`src/rtl/cs_micro_sequencer.sv`:
```
// Microprogram sequencer: holds the MPC, computes the next control-store address,
// stalls on memory access, and supports CALL/RET through a small return stack.
module cs_micro_sequencer #(
   parameter int unsigned ADDR_W      = 11,
   parameter int unsigned COND_W      = 3,
   parameter int unsigned OPC_W       = 8,
   parameter int unsigned STACK_DEPTH = 4
) (
   input  logic                         CS_MIR_CLOCK_50,
   input  logic                         CS_MIR_RESET_InHigh,
   input  logic                         CS_SEQ_enable_InHigh,
   input  logic [COND_W-1:0]            CS_SEQ_COND_data_InBUS,
   input  logic [ADDR_W-1:0]            CS_SEQ_ADDRESS_data_InBUS,
   input  logic                         CS_SEQ_RD_data_In,
   input  logic                         CS_SEQ_WR_data_In,
   input  logic                         CS_SEQ_N_flag_In,
   input  logic                         CS_SEQ_Z_flag_In,
   input  logic                         CS_SEQ_C_flag_In,
   input  logic [OPC_W-1:0]             CS_SEQ_OPCODE_data_InBUS,
   input  logic                         CS_SEQ_MEMREADY_In,
   output logic [ADDR_W-1:0]            CS_SEQ_NEXT_data_OutBUS,
   output logic [ADDR_W-1:0]            CS_SEQ_MPC_data_OutBUS,
   output logic                         CS_SEQ_MIR_load_OutLow,
   output logic                         CS_SEQ_stall_Out,
   output logic                         CS_SEQ_halted_Out,
   output logic [1:0]                   CS_SEQ_error_OutBUS,
   output logic [$clog2(STACK_DEPTH):0] CS_SEQ_sp_OutBUS
);

   localparam int unsigned IDX_W = $clog2(STACK_DEPTH);
   localparam int unsigned SP_W  = IDX_W + 1;

   typedef enum logic [1:0] {ST_START, ST_RUN, ST_MEM_WAIT, ST_HALT} state_t;

   state_t            state, state_d;
   logic [ADDR_W-1:0] mpc, mpc_inc, cond_next, next_addr;
   logic [ADDR_W-1:0] stack [STACK_DEPTH];
   logic [SP_W-1:0]   sp;
   logic [1:0]        error, error_d, cond_err;
   logic              cond_push, cond_pop, push, pop, take_cond, load_n;
   logic              stall, halted;

   assign mpc_inc = mpc + ADDR_W'(1);

   // Branch target and stack action selected by COND; errors are detected here
   always_comb begin
      cond_next = mpc_inc;
      cond_err  = 2'd0;
      cond_push = 1'b0;
      cond_pop  = 1'b0;
      case (CS_SEQ_COND_data_InBUS)
         COND_W'(1): if (CS_SEQ_N_flag_In) cond_next = CS_SEQ_ADDRESS_data_InBUS;
         COND_W'(2): if (CS_SEQ_Z_flag_In) cond_next = CS_SEQ_ADDRESS_data_InBUS;
         COND_W'(3): cond_next = CS_SEQ_ADDRESS_data_InBUS;
         COND_W'(4): if (CS_SEQ_C_flag_In) cond_next = CS_SEQ_ADDRESS_data_InBUS;
         COND_W'(5): begin
            if (sp == SP_W'(STACK_DEPTH)) begin
               cond_err = 2'd1;
            end else begin
               cond_next = CS_SEQ_ADDRESS_data_InBUS;
               cond_push = 1'b1;
            end
         end
         COND_W'(6): begin
            if (sp == '0) begin
               cond_err = 2'd2;
            end else begin
               cond_next = stack[IDX_W'(sp - SP_W'(1))];
               cond_pop  = 1'b1;
            end
         end
         COND_W'(7): cond_next = CS_SEQ_ADDRESS_data_InBUS | ADDR_W'(CS_SEQ_OPCODE_data_InBUS);
         default: ;
      endcase
   end

   // Sequencing decision: frozen (NEXT=MPC, no load) unless a step is taken
   always_comb begin
      next_addr = mpc;
      load_n    = 1'b1;
      state_d   = state;
      error_d   = error;
      take_cond = 1'b0;
      push      = 1'b0;
      pop       = 1'b0;
      case (state)
         ST_START: begin
            next_addr = '0;
            load_n    = 1'b0;
            state_d   = ST_RUN;
         end
         ST_RUN: begin
            if (CS_SEQ_enable_InHigh) begin
               if (CS_SEQ_RD_data_In && CS_SEQ_WR_data_In) begin
                  state_d = ST_HALT;
                  error_d = 2'd3;
               end else if ((CS_SEQ_RD_data_In || CS_SEQ_WR_data_In) && !CS_SEQ_MEMREADY_In) begin
                  state_d = ST_MEM_WAIT;
               end else begin
                  take_cond = 1'b1;
               end
            end
         end
         ST_MEM_WAIT: take_cond = CS_SEQ_enable_InHigh && CS_SEQ_MEMREADY_In;
         default: ;
      endcase
      if (take_cond) begin
         if (cond_err != 2'd0) begin
            state_d = ST_HALT;
            error_d = cond_err;
         end else begin
            next_addr = cond_next;
            load_n    = 1'b0;
            state_d   = ST_RUN;
            push      = cond_push;
            pop       = cond_pop;
         end
      end
   end

   always_ff @(posedge CS_MIR_CLOCK_50 or posedge CS_MIR_RESET_InHigh) begin
      if (CS_MIR_RESET_InHigh) begin
         state  <= ST_START;
         mpc    <= '0;
         sp     <= '0;
         error  <= 2'd0;
         stall  <= 1'b0;
         halted <= 1'b0;
      end else begin
         state  <= state_d;
         error  <= error_d;
         stall  <= (state_d == ST_MEM_WAIT);
         halted <= (state_d == ST_HALT);
         if (!load_n) mpc <= next_addr;
         if (push)     sp <= sp + SP_W'(1);
         else if (pop) sp <= sp - SP_W'(1);
      end
   end

   // Stack storage needs no reset; entries above sp are never read
   always_ff @(posedge CS_MIR_CLOCK_50) begin
      if (push) stack[sp[IDX_W-1:0]] <= mpc_inc;
   end

   assign CS_SEQ_NEXT_data_OutBUS = next_addr;
   assign CS_SEQ_MPC_data_OutBUS  = mpc;
   assign CS_SEQ_MIR_load_OutLow  = load_n;
   assign CS_SEQ_stall_Out        = stall;
   assign CS_SEQ_halted_Out       = halted;
   assign CS_SEQ_error_OutBUS     = error;
   assign CS_SEQ_sp_OutBUS        = sp;

endmodule

```
`config.mk`:
```
export PLATFORM = sky130hd
export DESIGN_NAME = cs_micro_sequencer
export DESIGN_NICKNAME = d
export VERILOG_FILES = /design/src/rtl/cs_micro_sequencer.sv
export SDC_FILE = /design/constraint.sdc
export NUM_CORES = 1
export LEC_CHECK = 0
export BUFFER_PORTS_ARGS = -buffer_cell sky130_fd_sc_hd__buf_2
export CAP_MARGIN = 30
export CORE_ASPECT_RATIO = 0.8
export CORE_MARGIN = 2
export CORE_UTILIZATION = 45
export CTS_CLUSTER_DIAMETER = 80
export CTS_CLUSTER_SIZE = 28
export DETAILED_ROUTE_END_ITERATION = 7
export HOLD_SLACK_MARGIN = 0.06
export MAX_ROUTING_LAYER = met4
export PLACE_DENSITY = 0.73
export SLEW_MARGIN = 0
export SYNTH_ARGS = -nofsm -noshare
export SYNTH_HDL_FRONTEND = slang
export SYNTH_SLANG_ARGS = --single-unit
```
`constraint.sdc`:
```
create_clock -name CS_MIR_CLOCK_50 -period 3.42 [get_ports CS_MIR_CLOCK_50]
set_input_delay 0.171 -clock CS_MIR_CLOCK_50 [delete_from_list [all_inputs] [get_ports CS_MIR_CLOCK_50]]
set_output_delay 0.171 -clock CS_MIR_CLOCK_50 [all_outputs]
set_load 0.01 [all_outputs]
```
==> metrics.md <==
| Metric | Value |
|---|---|
| Post-synthesis sequential area ratio | `0.537` |
| Slew HR | `0.520` |
| Initial antenna violation count | `0` |
| Setup violators final | `0` |
| Routed len/inst | `19.8 µm` |
| Final Hold Viols | `0` |
| Pre-antenna DRT Iters | `5` |
| Worst hold start | `CS_SEQ_ADDRESS_data_InBUS[2]` |
| Die Y-Extent | `81.7 µm` |
| CTS Buffer Depth | `2` |
| Final clock skew | `0.00617 ns` |
| Worst Hold End | `CS_SEQ_MPC_data_OutBUS[2]` |
| Row cnt | `28` |
| Placed instance count | `427` |
| Internal power | `0.00173 W` |
| Fraction of layout cells with a size suffix above 1 | `0.291` |
| Grt total ovfl | `0` |
| Slowest cell delay on critical path | `0.71 ns` |
| Post CTS Setup Buffer Count | `0` |
| HP Class | `in2reg` |
| Min Hold Slack | `0.105 ns` |
| WL final | `8.81 mm` |
| Unique masters post-synth | `56` |
| Run status | `complete, no violations` |
| First-pass GRT wire length | `13.7 mm` |
| WS Path Type | `reg2out` |
| Commonest non-fill, non-tap cell in the layout | `buf_2` |
| Largest family of logic cells by synthesized area | `compound AO/OA/AOI/OAI gates` |
| Unrepaired setup endpoints after global routing | `no` |
| Die area | `8260 µm²` |
| Worst Path Required | `3.25 ns` |
| Minimum clock period | `3.03 ns` |
| Crit end category | `output pin` |
| CTS buffer count | `9` |
| Worst vdd ir | `332 µV` |
| Synth Area in Simple Gates | `0.126` |
| Number of global-route vias before repair | `2555` |
| Internal reg-to-reg setup slack | `0.83 ns` |
| Die extent in x | `101 µm` |
| Dpl ws | `0.792 ns` |
| Worst-margin pin slew | `0.720 ns` |
| # IOs | `61` |
| Nets@finish | `389` |
| Data arrival, critical path | `2.86 ns` |
| Sw frac | `0.371` |
| Worst-path clk slew | `0.08 ns` |
| Final period util | `0.887` |
| Post-synthesis cell count | `283` |
| Clock network power share | `0.237` |
| Antenna cells | `0` |
| Non-filler cells, final | `444` |
| Commonest non-fill, non-tap cells in the layout | `buf_2 (60), edfxtp_1 (44), nand2_1 (24)` |
| Core ar. | `7360 µm²` |
| #FFs+latches synth | `64` |
| Top_reg_cell synth | `edfxtp_1` |
| Sw power | `0.00102 W` |
| Multiplexer area fraction after synthesis | `0.0763` |
| H-Tree Depth | `3` |
| Initial DRC count | `269` |
| Critical path buffers and inverters | `2` |
| RePlAce Congestion | `0.804` |
| Sequential power share | `0.385` |
| Post-synth EDFFs | `44` |
| Post-synthesis cell area | `3390 µm²` |
| RR Startpoint | `state[1]` |
| XOR/XNOR share of the synthesized area | `0.0284` |
| Final WS setup | `0.385 ns` |
| Power, Total | `0.00276 W` |
| CTS tree | `yes` |
| Max-Cap Viols | `0` |
| Max-slew violation count | `0` |
| Worst r2r dst | `stack[1][0]` |
| Adder-Cell Fraction of Synth Area | `0.0332` |
| Yosys warns | `0` |
| Reg2reg path depth | `6` |
| Root Driver | `clkbuf_8` |
| Worst-Skew Late Latency | `0.35 ns` |
| Slowest CP cell | `ha_1` |
| Via count | `2668` |
| Largest net degree at the start of global routing | `21` |
| Leak | `1.69 nW` |
| Area Growth Syn to Fin | `18.3%` |
| Fmax achieved | `330 MHz` |
| Post-Syn Area per Cell | `12.0 µm²` |
| GRT Total Usage | `0.235` |
| Asr flop ratio synth | `0.313` |
| Worst path top cell family by delay | `compound AO/OA/AOI/OAI gates` |
| WHS Path Cells | `3` |
| Maximum net fanout on the critical path | `13` |
| P per Cell Area | `687 nW/µm²` |
| Worst setup SP type | `flip-flop` |
| Setup TNS Final | `0 ns` |
| Power share of the combinational group | `0.379` |
| Starting Density | `0.461` |
| Final HPWL DP | `6.16 mm` |
| Vias per cell | `6.01` |
| Drt drc | `0` |
| Compound-Gate Fraction of Synth Area | `0.168` |
| Final ANT Viol Nets | `0` |
| TritonCTS Sinks | `64` |
| Fill count | `634` |
| Syn Nets | `323` |
| CP Cell Sequence | `inv_1 -> ha_1 -> mux4_2 -> a211oi_1 -> o21ai_1 -> o21ai_0 -> a21oi_1 -> buf_2` |
| CTS Hold Buffers Added | `1` |
| Quantity of gates resized following cts | `0` |
| PortBufs | `60` |
[layout make-up]
type	instances	area (µm²)	area share
Clock buffer	9	124	0.0309
Clock inverter	7	71.3	0.0178
Tap cell	90	113	0.0280
Multi-Input combinational cell	195	1470	0.365
Timing Repair Buffer	67	375	0.0935
Inverter	12	45.0	0.0112
Sequential cell	64	1820	0.454
[cell usage after synthesis (3+ instances only)]
cell / n / area [µm²]
a32o_1: 3 / 30.0
o21ai_1: 8 / 40.0
o21ai_0: 9 / 45.0
mux4_2: 11 / 248
edfxtp_1: 44 / 1320
nand2b_1: 4 / 25.0
nor2_1: 10 / 37.5
buf_4: 3 / 22.5
dfrtp_1: 20 / 500
a222oi_1: 5 / 50.1
a31oi_1: 7 / 43.8
and3_1: 7 / 43.8
a21o_1: 8 / 60.1
nand2_1: 24 / 90.1
ha_1: 9 / 113
and2_1: 3 / 18.8
a21oi_1: 22 / 110
xnor2_1: 7 / 61.3
o22ai_1: 4 / 25.0
nor2b_1: 5 / 31.3
nand3_1: 8 / 40.0
a22oi_1: 4 / 30.0
inv_1: 12 / 45.0
clkbuf_1: 4 / 15.0
xor2_1: 4 / 35.0
buf_2: 5 / 25.0
[kinds of logic (layout without fill, tap and decap cells)]
logic type,Yosys count,after routing
mux,12,12
compound gates,84,84
simple gates,79,79
flops,64,64
fa+ha+maj,9,9
xor+xnor,11,11
buf+inv,24,95
[how the worst max path moves through the flow]
| stage | startpoint | slack, ns | depth (start not counted) | end |
|---|---|---|---|---|
| 6_report | CS_SEQ_sp_OutBUS[1] | 0.39 | 8 | CS_SEQ_NEXT_data_OutBUS[7] |
| 5_1_grt | state[1] | 0.21 | 10 | CS_SEQ_NEXT_data_OutBUS[4] |
| 4_1_cts | CS_SEQ_sp_OutBUS[1] | 0.40 | 8 | CS_SEQ_NEXT_data_OutBUS[7] |
| 3_5_place_dp | CS_SEQ_sp_OutBUS[1] | 0.79 | 8 | CS_SEQ_NEXT_data_OutBUS[7] |
| 3_3_place_gp | CS_SEQ_sp_OutBUS[1] | 0.87 | 8 | CS_SEQ_NEXT_data_OutBUS[7] |
| 2_1_floorplan | CS_SEQ_sp_OutBUS[0] | 0.80 | 7 | CS_SEQ_NEXT_data_OutBUS[4] |
[metal layers]
layer | global-route usage | routed length (µm) | up-vias
met3 | 0.0681 | 673 | 11
met2 | 0.359 | 4240 | 114
met1 | 0.310 | 3800 | 1327
li1 | - | - | 1216
met4 | 0.0662 | 99 | 0
met5 | - | 0 | -
[power groups by stage]
stage / Combinational (W) / Sequential [W] / Clock, W
after detailed placement: 0.00104 / 0.00108 / 0
after CTS: 0.00104 / 0.00106 / 0.000658
after floorplan: 0.000658 / 0.00110 / 0
after global placement: 0.00101 / 0.00107 / 0
final: 0.00105 / 0.00106 / 0.000653
after global routing: 0.00114 / 0.00107 / 0.000687
[worst register-to-register path, cell delays in order (launching register included)]
cell	delay (ns)
dfrtp_1	0.41
inv_1	0.13
ha_1	0.24
a21boi_1	0.22
o2111ai_2	0.24
nor2_2	0.31
and3_1	0.67
[per-stage QoR]
step | cell area (µm²) | util
global placement | 3780 | 0.514
global route | 4020 | 0.546
detailed placement | 3810 | 0.518
floorplan | 3390 | -
finish | 4020 | 0.546
CTS | 4020 | 0.546
[sequential cells by signal, summed over array words and instances, names as in the netlist]
name                    cells
stack                      44
state                       2
CS_SEQ_error_OutBUS         2
CS_SEQ_halted_Out           1
CS_SEQ_MPC_data_OutBUS     11
CS_SEQ_stall_Out            1
CS_SEQ_sp_OutBUS            3
No activity file was read; power rests on OpenSTA's default activity.
